--- src/rtl/rv32i_pkg.sv ---
// Shared RV32I definitions for the multi-cycle control path: opcode constants,
// FSM state encoding, datapath select encodings and opcode classification.
package rv32i_pkg;

   // Base opcodes (instruction[6:0])
   localparam logic [6:0] OPC_OP       = 7'b0110011;
   localparam logic [6:0] OPC_OP_IMM   = 7'b0010011;
   localparam logic [6:0] OPC_LOAD     = 7'b0000011;
   localparam logic [6:0] OPC_STORE    = 7'b0100011;
   localparam logic [6:0] OPC_BRANCH   = 7'b1100011;
   localparam logic [6:0] OPC_JAL      = 7'b1101111;
   localparam logic [6:0] OPC_JALR     = 7'b1100111;
   localparam logic [6:0] OPC_LUI      = 7'b0110111;
   localparam logic [6:0] OPC_AUIPC    = 7'b0010111;
   localparam logic [6:0] OPC_MISC_MEM = 7'b0001111;
   localparam logic [6:0] OPC_SYSTEM   = 7'b1110011;

   // Controller state encoding
   typedef logic [2:0] state_t;
   localparam state_t S_FETCH  = 3'd0;
   localparam state_t S_DECODE = 3'd1;
   localparam state_t S_EXEC   = 3'd2;
   localparam state_t S_MEM    = 3'd3;
   localparam state_t S_WB     = 3'd4;
   localparam state_t S_TRAP   = 3'd5;

   typedef enum logic [1:0] {
      PC_PLUS4 = 2'd0,
      PC_IMM   = 2'd1,
      PC_JALR  = 2'd2
   } pc_src_e;

   typedef enum logic [1:0] {
      WB_ALU  = 2'd0,
      WB_LOAD = 2'd1,
      WB_PC4  = 2'd2
   } wb_sel_e;

   typedef enum logic [1:0] {
      ALU_ADD    = 2'd0,
      ALU_FUNCT  = 2'd1,
      ALU_BRANCH = 2'd2
   } alu_op_e;

   // Instruction class as seen by the sequencer
   typedef enum logic [3:0] {
      CL_ILLEGAL,
      CL_ALU_R,
      CL_ALU_I,
      CL_LOAD,
      CL_STORE,
      CL_BRANCH,
      CL_JAL,
      CL_JALR,
      CL_LUI,
      CL_AUIPC,
      CL_FENCE,
      CL_SYSTEM,
      CL_ENV
   } op_class_e;

   // ECALL/EBREAK live in the PRIV group (funct3 = 0); CSR ops reuse
   // funct12 as a CSR address, so they are not mistaken for a trap.
   function automatic op_class_e classify(input logic [6:0]  opcode,
                                          input logic [2:0]  funct3,
                                          input logic [11:0] funct12);
      op_class_e c;
      case (opcode)
         OPC_OP:       c = CL_ALU_R;
         OPC_OP_IMM:   c = CL_ALU_I;
         OPC_LOAD:     c = CL_LOAD;
         OPC_STORE:    c = CL_STORE;
         OPC_BRANCH:   c = CL_BRANCH;
         OPC_JAL:      c = CL_JAL;
         OPC_JALR:     c = CL_JALR;
         OPC_LUI:      c = CL_LUI;
         OPC_AUIPC:    c = CL_AUIPC;
         OPC_MISC_MEM: c = CL_FENCE;
         OPC_SYSTEM:   c = (funct3 == 3'b000 && funct12[11:1] == 11'd0) ? CL_ENV : CL_SYSTEM;
         default:      c = CL_ILLEGAL;
      endcase
      return c;
   endfunction

endpackage

--- src/rtl/multicycle_controller.sv ---
// Multi-cycle RV32I control FSM: sequences FETCH/DECODE/EXEC/MEM/WB one
// instruction at a time, drives the datapath strobes and selects, and counts
// retired instructions. All strobes are combinational from the state and are
// forced low while rst_n is asserted so requests drop without waiting for a clock.
module multicycle_controller
   import rv32i_pkg::*;
#(
   parameter int INSTRET_W = 32
) (
   input  logic                 clk,
   input  logic                 rst_n,
   input  logic [6:0]           opcode,
   input  logic [2:0]           funct3,
   input  logic [11:0]          funct12,
   input  logic                 branch_taken,
   output logic                 imem_req,
   input  logic                 imem_ready,
   output logic                 dmem_req,
   output logic                 dmem_we,
   input  logic                 dmem_ready,
   output logic                 ir_wr_en,
   output logic                 pc_wr_en,
   output logic [1:0]           pc_src,
   output logic                 regfile_wr_en,
   output logic [1:0]           wb_sel,
   output logic [1:0]           alu_op,
   output logic                 alu_src_b_imm,
   output logic                 trap,
   output logic [INSTRET_W-1:0] instret
);

   state_t    state_q;
   state_t    state_d;
   op_class_e cls;

   // Classify the instruction currently held in IR
   always_comb begin
      cls = classify(opcode, funct3, funct12);
   end

   // Next-state and Mealy output decode
   always_comb begin
      state_d       = state_q;
      imem_req      = 1'b0;
      dmem_req      = 1'b0;
      dmem_we       = 1'b0;
      ir_wr_en      = 1'b0;
      pc_wr_en      = 1'b0;
      pc_src        = PC_PLUS4;
      regfile_wr_en = 1'b0;
      wb_sel        = WB_ALU;
      alu_op        = ALU_ADD;
      alu_src_b_imm = 1'b0;
      trap          = 1'b0;
      if (rst_n) begin
         case (state_q)
            S_FETCH: begin
               imem_req = 1'b1;
               if (imem_ready) begin
                  ir_wr_en = 1'b1;
                  state_d  = S_DECODE;
               end
            end
            S_DECODE: begin
               case (cls)
                  CL_ILLEGAL, CL_ENV: state_d = S_TRAP;
                  CL_FENCE, CL_SYSTEM: begin
                     pc_wr_en = 1'b1;
                     state_d  = S_FETCH;
                  end
                  default: state_d = S_EXEC;
               endcase
            end
            S_EXEC: begin
               alu_src_b_imm = cls inside {CL_ALU_I, CL_LOAD, CL_STORE, CL_LUI, CL_AUIPC, CL_JALR};
               case (cls)
                  CL_ALU_R, CL_ALU_I: begin
                     alu_op  = ALU_FUNCT;
                     state_d = S_WB;
                  end
                  CL_LOAD, CL_STORE: state_d = S_MEM;
                  CL_BRANCH: begin
                     alu_op   = ALU_BRANCH;
                     pc_wr_en = 1'b1;
                     pc_src   = branch_taken ? PC_IMM : PC_PLUS4;
                     state_d  = S_FETCH;
                  end
                  default: state_d = S_WB;
               endcase
            end
            S_MEM: begin
               dmem_req = 1'b1;
               dmem_we  = (cls == CL_STORE);
               if (dmem_ready) begin
                  if (cls == CL_STORE) begin
                     pc_wr_en = 1'b1;
                     state_d  = S_FETCH;
                  end else begin
                     state_d  = S_WB;
                  end
               end
            end
            S_WB: begin
               regfile_wr_en = 1'b1;
               pc_wr_en      = 1'b1;
               case (cls)
                  CL_LOAD:          wb_sel = WB_LOAD;
                  CL_JAL, CL_JALR:  wb_sel = WB_PC4;
                  default:          wb_sel = WB_ALU;
               endcase
               case (cls)
                  CL_JAL:  pc_src = PC_IMM;
                  CL_JALR: pc_src = PC_JALR;
                  default: pc_src = PC_PLUS4;
               endcase
               state_d = S_FETCH;
            end
            S_TRAP: trap = 1'b1;
            default: state_d = S_FETCH;
         endcase
      end
   end

   // State register and retired-instruction counter
   always_ff @(posedge clk or negedge rst_n) begin
      if (!rst_n) begin
         state_q <= S_FETCH;
         instret <= '0;
      end else begin
         state_q <= state_d;
         if (pc_wr_en)
            instret <= instret + {{(INSTRET_W-1){1'b0}}, 1'b1};
      end
   end

endmodule

--- config.mk ---
export PLATFORM = sky130hd
export DESIGN_NAME = multicycle_controller
export DESIGN_NICKNAME = d
export VERILOG_FILES = /design/src/rtl/rv32i_pkg.sv /design/src/rtl/multicycle_controller.sv
export SDC_FILE = /design/constraint.sdc
export NUM_CORES = 1
export LEC_CHECK = 0
export CORE_MARGIN = 2
export CORE_UTILIZATION = 51
export CTS_BUF_LIST = sky130_fd_sc_hd__clkbuf_4
export DETAILED_ROUTE_END_ITERATION = 12
export GPL_ROUTABILITY_DRIVEN = 0
export PLACE_DENSITY = 0.84
export SETUP_SLACK_MARGIN = 0.05
export SLEW_MARGIN = 20
export SYNTH_ARGS = -nofsm -noshare
export SYNTH_HDL_FRONTEND = slang
export SYNTH_SLANG_ARGS = --single-unit
--- constraint.sdc ---
create_clock -name clk -period 4.78 [get_ports clk]
set_input_delay 1.195 -clock clk [delete_from_list [all_inputs] [get_ports clk]]
set_output_delay 1.195 -clock clk [all_outputs]
set_load 0.1 [all_outputs]
; Word-level counts from Yosys, hierarchy flattened
; Cells that the tools add are included.
[word_totals]
regBits = 35
inputBits = 27
out_inout_bits = 46
word_cells = 86
[op_classes]
add_sub_neg = 1
n_eq_ne = 30
mux = 40
n_bitwise = 1
n_reduce_logical = 12
[ops]
columns = operator, n
row1 = $pmux W4 S11, 1
row2 = $add A32 B1 Y32 const B, 1
row3 = $eq A7 B7 Y1 const B, 4
row4 = $mux W1, 22
row5 = $eq A7 B6 Y1 const B, 3
row6 = $eq A4 B4 Y1 const B, 5
row7 = $eq A4 B3 Y1 const B, 4
row8 = $pmux W2 S2, 4
row9 = $pmux W3 S5, 1
row10 = $eq A7 B5 Y1 const B, 2
row11 = $mux W3, 4
row12 = $pmux W3 S2, 2
row13 = $logic_not A11 Y1, 1
row14 = $mux W2, 5
row15 = $reduce_or A2 Y1, 5
row16 = $eq A4 B2 Y1 const B, 2
row17 = $eq A7 B2 Y1 const B, 1
row18 = $eq A7 B4 Y1 const B, 1
row19 = $eq A3 B2 Y1 const B, 2
row20 = $eq A3 B3 Y1 const B, 2
row21 = $logic_not A3 Y1, 2
row22 = $reduce_bool A6 Y1, 1
row23 = $eq A4 B1 Y1 const B, 1
row24 = $logic_not A4 Y1, 1
row25 = other kinds (6), 7

; Logic depth before layout (Yosys ltp)
; Gate-level depths: netlist of the first run.
[depth]
ltp_word = 9
depth_mapped = 8

; Worst setup path before layout of the first run
; OpenSTA, ideal clock, no wires.
[synth_path]
kind = input port to output port
start = input opcode[6]
end = output alu_op[0]
arrival_ns = 5.215
setup_slack_ns = -1.630
stages = 7
path_buffers = 1
cell_sequence = buf_4 or3b_4 a21oi_1 nor2_1 o21ai_0 xnor2_1 nor4_1
[synth_via]
elab_chain_cells = 7
word_cells_on_any_way = 19
cone_classes = eq/ne (14) / mux (4) / reduce/logical (1)
[synth_rtl]
columns = element, line_no
row1 = start: declaration, multicycle_controller.sv:12  ; input logic [6:0] opcode,
row2 = "$eq A7 B7 Y1, or another cell as far along", rv32i_pkg.sv:68  ; case (opcode)
row3 = $pmux W4 S11 (*), rv32i_pkg.sv:68
row4 = $eq A4 B2 Y1 or $eq A4 B1 Y1 (tied branches), multicycle_controller.sv:76  ; case (cls)
row5 = $reduce_or A2 Y1, multicycle_controller.sv:76
row6 = $pmux W2 S2 (*), multicycle_controller.sv:76
row7 = $mux W2 (*), multicycle_controller.sv:56  ; case (state_q)
row8 = $mux W2 (*), multicycle_controller.sv:55  ; if (rst_n) begin
row9 = end: declaration, multicycle_controller.sv:26  ; output logic [1:0] alu_op,
; Every way passes the cells marked *; elsewhere a longest branch is shown, timed or not.

; Worst setup path in the final report of the first run
[layout_path]
start = input funct12[8]
end = output alu_op[0]
[layout_via]
elab_chain_cells = 9
word_cells_on_any_way = 11
cone_classes = eq/ne (3) / mux (5) / reduce/logical (3)
[layout_rtl]
columns = element, line_no
row1 = start: declaration, multicycle_controller.sv:14  ; input logic [11:0] funct12,
row2 = $logic_not A11 Y1 (*), rv32i_pkg.sv:79  ; OPC_SYSTEM: c = (funct3 == 3'b000 && funct12[11:1] == 11'd0) ? CL_ENV : CL_SYSTEM;
row3 = $logic_and A1 B1 Y1 (*), rv32i_pkg.sv:79
row4 = $mux W3 (*), rv32i_pkg.sv:79
row5 = $pmux W4 S11 (*), rv32i_pkg.sv:68
row6 = $eq A4 B2 Y1 or $eq A4 B1 Y1 (tied branches), multicycle_controller.sv:76
row7 = $reduce_or A2 Y1, multicycle_controller.sv:76
row8 = $pmux W2 S2 (*), multicycle_controller.sv:76
row9 = $mux W2 (*), multicycle_controller.sv:56
row10 = $mux W2 (*), multicycle_controller.sv:55
; Marks and branches as above.

==> metrics.txt, run 1 <==
DRC Markers=0; Data required, critical path=3.59 ns; Fin Setup TNS=0 ns; number of H-tree levels=2; CTS Hold Buffers Added=0; # fillers=303; nets=354; Critical Path AT=3.38 ns; P&R area growth vs syn=46.1%; Distinct cells, synth=53; Post-DRT Antenna Nets=0; type of origin of the critical path=primary input; Synth Flop Type=dfrtp_1; largest net degree at the start of global routing=35; initial antenna violation count=0; DP Area=3180 um2; share of the core filled with cells=0.763; DR iter-0 viols=147; Gate Count Post-Synth=249; Initial Utilization=0.522; cell breakdown of the critical path=clkdlybuf4s50_1, nor4_1, nand4_1, a22o_1, xnor2_1, nor4_2, buf_12; r2r endpoint=instret[18]$_DFFE_PN0P_; Slew Viols, Final=0; GRT Overall Usage=0.243; slowest cell delay on critical path=0.39 ns; critical path capture point type=output port; routed wire length=5860 um; Place WS=0.0427 ns; period utilisation layout=0.957; Hold Vio Cnt, Final=0; clock latency on the worst-skew pair=0.35 ns; syn nets=277; cell area after layout=3280 um2; Top Ports=73; first-pass GRT wire length=9920 um; number of synthesized flops with an enable pin=0; Seq/Total Area, Yosys=0.390; Via density=5.74; Worst path depth=7; Num CTS Buffers=5; WL/cell=15.5 um; R2R depth=6; Crit Path Class=in -> out; Critical R2R Launch=state_q[0]$_DFFE_PN0P_; root buffer selected by CTS=clkbuf_4; CP max stage cell=clkdlybuf4s50_1; total grt overflow=0; die area=4950 um2; Slew @ Worst Pin=0.984 ns; FP Rows=24; Inst Count DP=370; Layout Cells excl Fill=379; Clock Sinks=35; Clock Path Buffers=2; Max VDD drop=0.000224 V; Die X=70.3 um; Pre-Repair DR Iteration Count=4; Seq cells post-synth=35; relative slew slack=0.342; sequential cell area=876 um2; area of the mapped netlist=2240 um2; via count=2176; dpl hpwl=4270 um; final worst slack=0.207 ns; area of the multi-input gates=1360 um2; Final Critical Period=4.57 ns; setup repair after global routing missed its margin=false; clk slew on worst S/H paths=0.10 ns; CP Launch Point=funct12[8]; Die Y=70.3 um; MaxCap Viol Count=0; total power=0.958 mW; Crit path buffers/inverters=2; Hold WC Path Type=reg -> reg; CP endpoint=alu_op[0]; Worst Path Max Fanout=8; Max Clk Rate=219 MHz; family with the most delay on the worst path=simple AND/OR/NAND/NOR gates; power density cells=292 nW/um2; syn_area_per_cell=9.01 um2; R2R setup slack=2.04 ns; hold slack=0.496 ns; Core ar.=4290 um2; TritonCTS clock tree=yes; number of port buffers=71; n_diodes=0; share of cells above drive strength 1=0.168; Async SR Flop Fraction=1.00; status=finished, final reports clean; final setup fails=0; P_leak=1.39 nW; vias in the first global route=2129; Clock Skews=0.0162 ns; Yosys warnings=0
## cell usage in the layout (no fill, tap or decap), types with 2 or more instances in the layout
master and instances:
a311oi_1 2, a21oi_1 3, xor2_1 14, nand2_1 23, clkdlybuf4s50_1 55, or3_1 2, a221o_1 2, nand2b_1 5
nor3_1 7, clkbuf_4 5, buf_12 9, a31oi_1 2, dfrtp_1 35, nor3_2 5, and3_1 7, nor2b_1 2
and4_1 5, o21ai_0 2, and2_1 7, buf_4 18, o211ai_1 2, or4_1 2, nand4_1 15, nor4_2 2
nor2_1 19, nor4_1 5, o211a_1 2, or3b_2 2, inv_1 6, xnor2_1 19, nand3_1 10
## registers in the layout, indices dropped and copies added (netlist names)
register,cells
instret,32
state_q,3
## synthesized netlist by cell type, drive strengths merged (2+ instances only)
library cell   n  area share
dfrtp         35        0.39
a311oi         4       0.018
nand2         23       0.038
or3            2      0.0056
o211a          2      0.0089
nor4           8       0.022
nor2          20       0.033
a221o          2      0.0089
clkbuf         8       0.013
nand4         15       0.042
a21oi          4      0.0089
inv            6       0.010
nand2b         5       0.014
buf            6       0.019
nor2b          2      0.0056
and4           5       0.020
and3           7       0.020
a31oi          2      0.0056
or3b           3       0.013
or4            2      0.0067
o21ai          3      0.0067
o41ai          2       0.011
and2           8       0.022
xnor2         19       0.074
nor3          13       0.033
xor2          14       0.055
nand3         10       0.022
o211ai         2      0.0067
## layer usage
metal | GRT usage | routed length (um) | vias to the layer above
met3 | 0.0476 | 230 | 12
met4 | 0.0726 | 87 | 0
li1 | - | - | 1058
met2 | 0.397 | 2890 | 49
met1 | 0.327 | 2650 | 1057
met5 | 0 | 0 | -
## worst register-to-register path, stage by stage (launching register included)
cell and delay, ns:
dfrtp_1 0.61, or3b_2 0.50, o41ai_2 0.26, a311oi_1 0.17, a311o_1 0.61, nor3_1 0.34, xor2_1 0.18
## repair_timing
item                                    CTS  global route
pin swaps                                 0             1
buffers inserted                          0             1
resized for setup                         1             3
endpoints found under the setup margin    1             3
## where the power goes
part	internal, mW	leakage [nW]	switching [mW]	total, mW
sequential	0.318	0.475	0.0500	0.368
clock	0.108	0.0426	0.104	0.212
combinational	0.118	0.868	0.261	0.378
total	0.544	1.39	0.415	0.958
## worst min path at each step
stage / startpoint / endpoint / slack (ns) / cells past startpoint
after floorplan: state_q[2]$_DFFE_PN0P_ / state_q[0]$_DFFE_PN0P_ / 0.65 / 3
after global placement: instret[31]$_DFFE_PN0P_ / instret[31]$_DFFE_PN0P_ / 0.46 / 1
after detailed placement: instret[16]$_DFFE_PN0P_ / instret[16]$_DFFE_PN0P_ / 0.48 / 1
after CTS: instret[29]$_DFFE_PN0P_ / instret[29]$_DFFE_PN0P_ / 0.50 / 1
after global routing: instret[29]$_DFFE_PN0P_ / instret[29]$_DFFE_PN0P_ / 0.51 / 1
final: instret[18]$_DFFE_PN0P_ / instret[18]$_DFFE_PN0P_ / 0.50 / 1
## kinds of logic (layout without fill, tap and decap cells)
| logic type | after synthesis | count (layout) | synth area share |
|---|---|---|---|
| AO/OA/AOI/OAI | 32 | 32 | 0.117 |
| XOR/XNOR | 33 | 33 | 0.129 |
| adder cells (fa/ha/maj) | 1 | 1 | 0.00558 |
| buffers and inverters | 20 | 98 | 0.0424 |
| flip-flops | 35 | 35 | 0.390 |
| multiplexers | 1 | 1 | 0.00502 |
| AND/OR/NAND/NOR | 127 | 127 | 0.311 |
## layout make-up
class,count,area share
clock buffers,5,0.0115
inverters,6,0.00687
clock inverters,3,0.0118
repair buffers,84,0.269
multi-input cells,194,0.413
flip-flops and latches,35,0.267
well taps,52,0.0198
(Power assumes the default switching activity.)
==> run 2: changes to the inputs <==
REMOVE_ABC_BUFFERS = 1   (was default)
==> run 2 against run 1 <==
  * Cell count increased by 0.79%
  * Sequential share of layout area grew 0.25 points
  * Largest power group unchanged
  * Worst hold slack got worse by 0.018 ns
  * Register-to-register slack got worse by 0.06 ns
  * Clock power is 2% higher
  * Setup slack got worse by 0.020 ns
  * Die area unchanged
  * Highest routed layer unchanged
  * Clock skew up 0.00055 ns
  * Fmax decreased by 0.44%
  * Critical path depth increased by 3
==> metrics.txt, run 2 (synthesis gave the netlist of run 1 again) <==
routed wire length=5920 um (+1.0%); DRC Markers=0 (unchanged); GR Util met1=0.302 (-0.0256); share of cells above drive strength 1=0.161 (-0.00759); max FFs per register=32 (unchanged); Critical Path AT=3.40 ns (+0.02 ns); Clock Path Buffers=2 (unchanged); DP Area=3130 um2 (-1.6%); TritonCTS clock tree=yes; DR iter-0 viols=172 (+17%); Layout Cells excl Fill=382 (+0.79%); Worst Path Max Fanout=10 (+2); total power=0.951 mW (-0.73%); commonest non-fill, non-tap cells in the layout=clkdlybuf4s50_1 (55), dfrtp_1 (35), nand2_1 (23); number of H-tree levels=2 (unchanged); hold slack=0.478 ns (-0.0179 ns); first-pass GRT wire length=9870 um (-0.49%); total grt overflow=0 (unchanged); dpl hpwl=4320 um (+0.99%); status=finished, final reports clean; Final Critical Period=4.59 ns (+0.0201 ns); Top Registers=instret: 32 flops, state_q: 3 flops; met3 Usage GRT=0.0418 (-0.00577); Clock Sinks=35 (unchanged); Post-DRT Antenna Nets=0 (unchanged); Max VDD drop=0.000280 V (+25%); vias in the first global route=2179 (+2.3%); clock latency on the worst-skew pair=0.34 ns (about the same); relative slew slack=0.345 (+0.00270); n_diodes=0 (unchanged); CTS Hold Buffers Added=0 (unchanged); final worst slack=0.187 ns (-0.0201 ns); largest net degree at the start of global routing=38 (+8.6%); P&R area growth vs syn=44.8%; R2R depth=7 (+1); Hold Vio Cnt, Final=0 (unchanged); type of origin of the critical path=primary input; WL/cell=15.5 um (+0.21%); Clock Skews=0.0168 ns (+0.000551 ns); Data required, critical path=3.59 ns (about the same); grt met2 use=0.427 (+0.0294); Worst Min Path Start=instret[31]$_DFFE_PN0P_; most common cell after layout, fill and taps aside=clkdlybuf4s50_1; Die Y=70.3 um (unchanged); final setup fails=0 (unchanged); Slew Viols, Final=0 (unchanged); worst hold path stage count=1 (unchanged); Via density=5.87 (+2.2%); cell area after layout=3250 um2 (-0.92%); root buffer selected by CTS=clkbuf_4; nets=357 (+0.85%); Fin Setup TNS=0 ns (unchanged); Inst Count DP=373 (+0.81%); Num CTS Buffers=5 (unchanged); critical path capture point type=output port; Max Clk Rate=218 MHz (-0.44%); power density cells=293 nW/um2 (+0.19%); share of the core filled with cells=0.756 (-0.00699); period utilisation layout=0.961 (+0.00421); GRT Overall Usage=0.243 (about the same); MaxCap Viol Count=0 (unchanged); P_leak=1.39 nW (+0.22%); Initial Utilization=0.522 (unchanged); Pre-Repair DR Iteration Count=4 (unchanged); die area=4950 um2 (unchanged); R2R setup slack=1.98 ns (-0.06 ns); Core ar.=4290 um2 (unchanged); FP Rows=24 (unchanged); Die X=70.3 um (unchanged); Hold WC Path Type=reg -> reg; initial antenna violation count=0 (unchanged); setup repair after global routing missed its margin=true; WHS Endpoint=instret[31]$_DFFE_PN0P_; via count=2241 (+3.0%); r2r endpoint=instret[15]$_DFFE_PN0P_; Reg with most FFs=instret; Crit Path Class=in -> out; gr busiest metal=met2; clk slew on worst S/H paths=0.12 ns (+0.02 ns); Critical R2R Launch=state_q[0]$_DFFE_PN0P_; Slew @ Worst Pin=0.980 ns (-0.00403 ns); Place WS=0.0445 ns (+0.00187 ns); number of port buffers=71 (unchanged); Top Ports=73 (unchanged)
## run 2: cell types whose count changed in the layout (fill, tap and decap cells not counted), sizes merged
cell | previous run | this run
buf | 28 | 31
## run 2: worst max-delay path: stages
cell             delay (ns)
clkdlybuf4s50_1        0.47
or2_1                  0.28
buf_4                  0.19
nor3_2                 0.24
nand2_1                0.11
o21ai_1                0.17
xnor2_1                0.11
nor4_2                 0.30
buf_4                  0.17
buf_12                 0.16
## run 2: how the worst max path moves through the flow
stage                         end  startpoint
floorplan               alu_op[0]   opcode[2]
global placement        alu_op[0]   opcode[5]
detailed placement  alu_src_b_imm   opcode[5]
CTS                 alu_src_b_imm   opcode[5]
global route            alu_op[0]   opcode[3]
finish                  alu_op[0]   opcode[3]
## run 2: where the power goes
group	total [mW]	internal [mW]	switching, mW
Combinational	0.370	0.114	0.256
Clock	0.216	0.110	0.106
Sequential	0.365	0.318	0.0463
Total	0.951	0.543	0.408
## run 2: cell type report
| type | count | area [um2] |
|---|---|---|
| Multi-Input combinational cell | 194 | 1300 |
| Fill cell | 306 | 1050 |
| Timing Repair Buffer | 87 | 906 |
| Sequential cell | 35 | 876 |
| Tap cell | 52 | 65.1 |
| Clock inverter | 3 | 43.8 |
| Clock buffer | 5 | 37.5 |
| Inverter | 6 | 22.5 |
## run 2: timing repair
item | 4_1_cts | 5_1_grt
setup buffers | 0 | 1
setup endpoints to repair | 2 | 4
resized for setup | 2 | 5
pin swaps | 0 | 3
## run 2: metal layers
metal / routed length, um / part of all wire
met4: 66 / 0.011
met5: 0 / 0
met2: 3020 / 0.51
met1: 2450 / 0.41
met3: 382 / 0.065
==> run 3: changes to the inputs <==
HOLD_SLACK_MARGIN = 0.03   (was default)
==> results of run 3 <==
The final DEF is identical to that of run 2; final timing and power are the same.
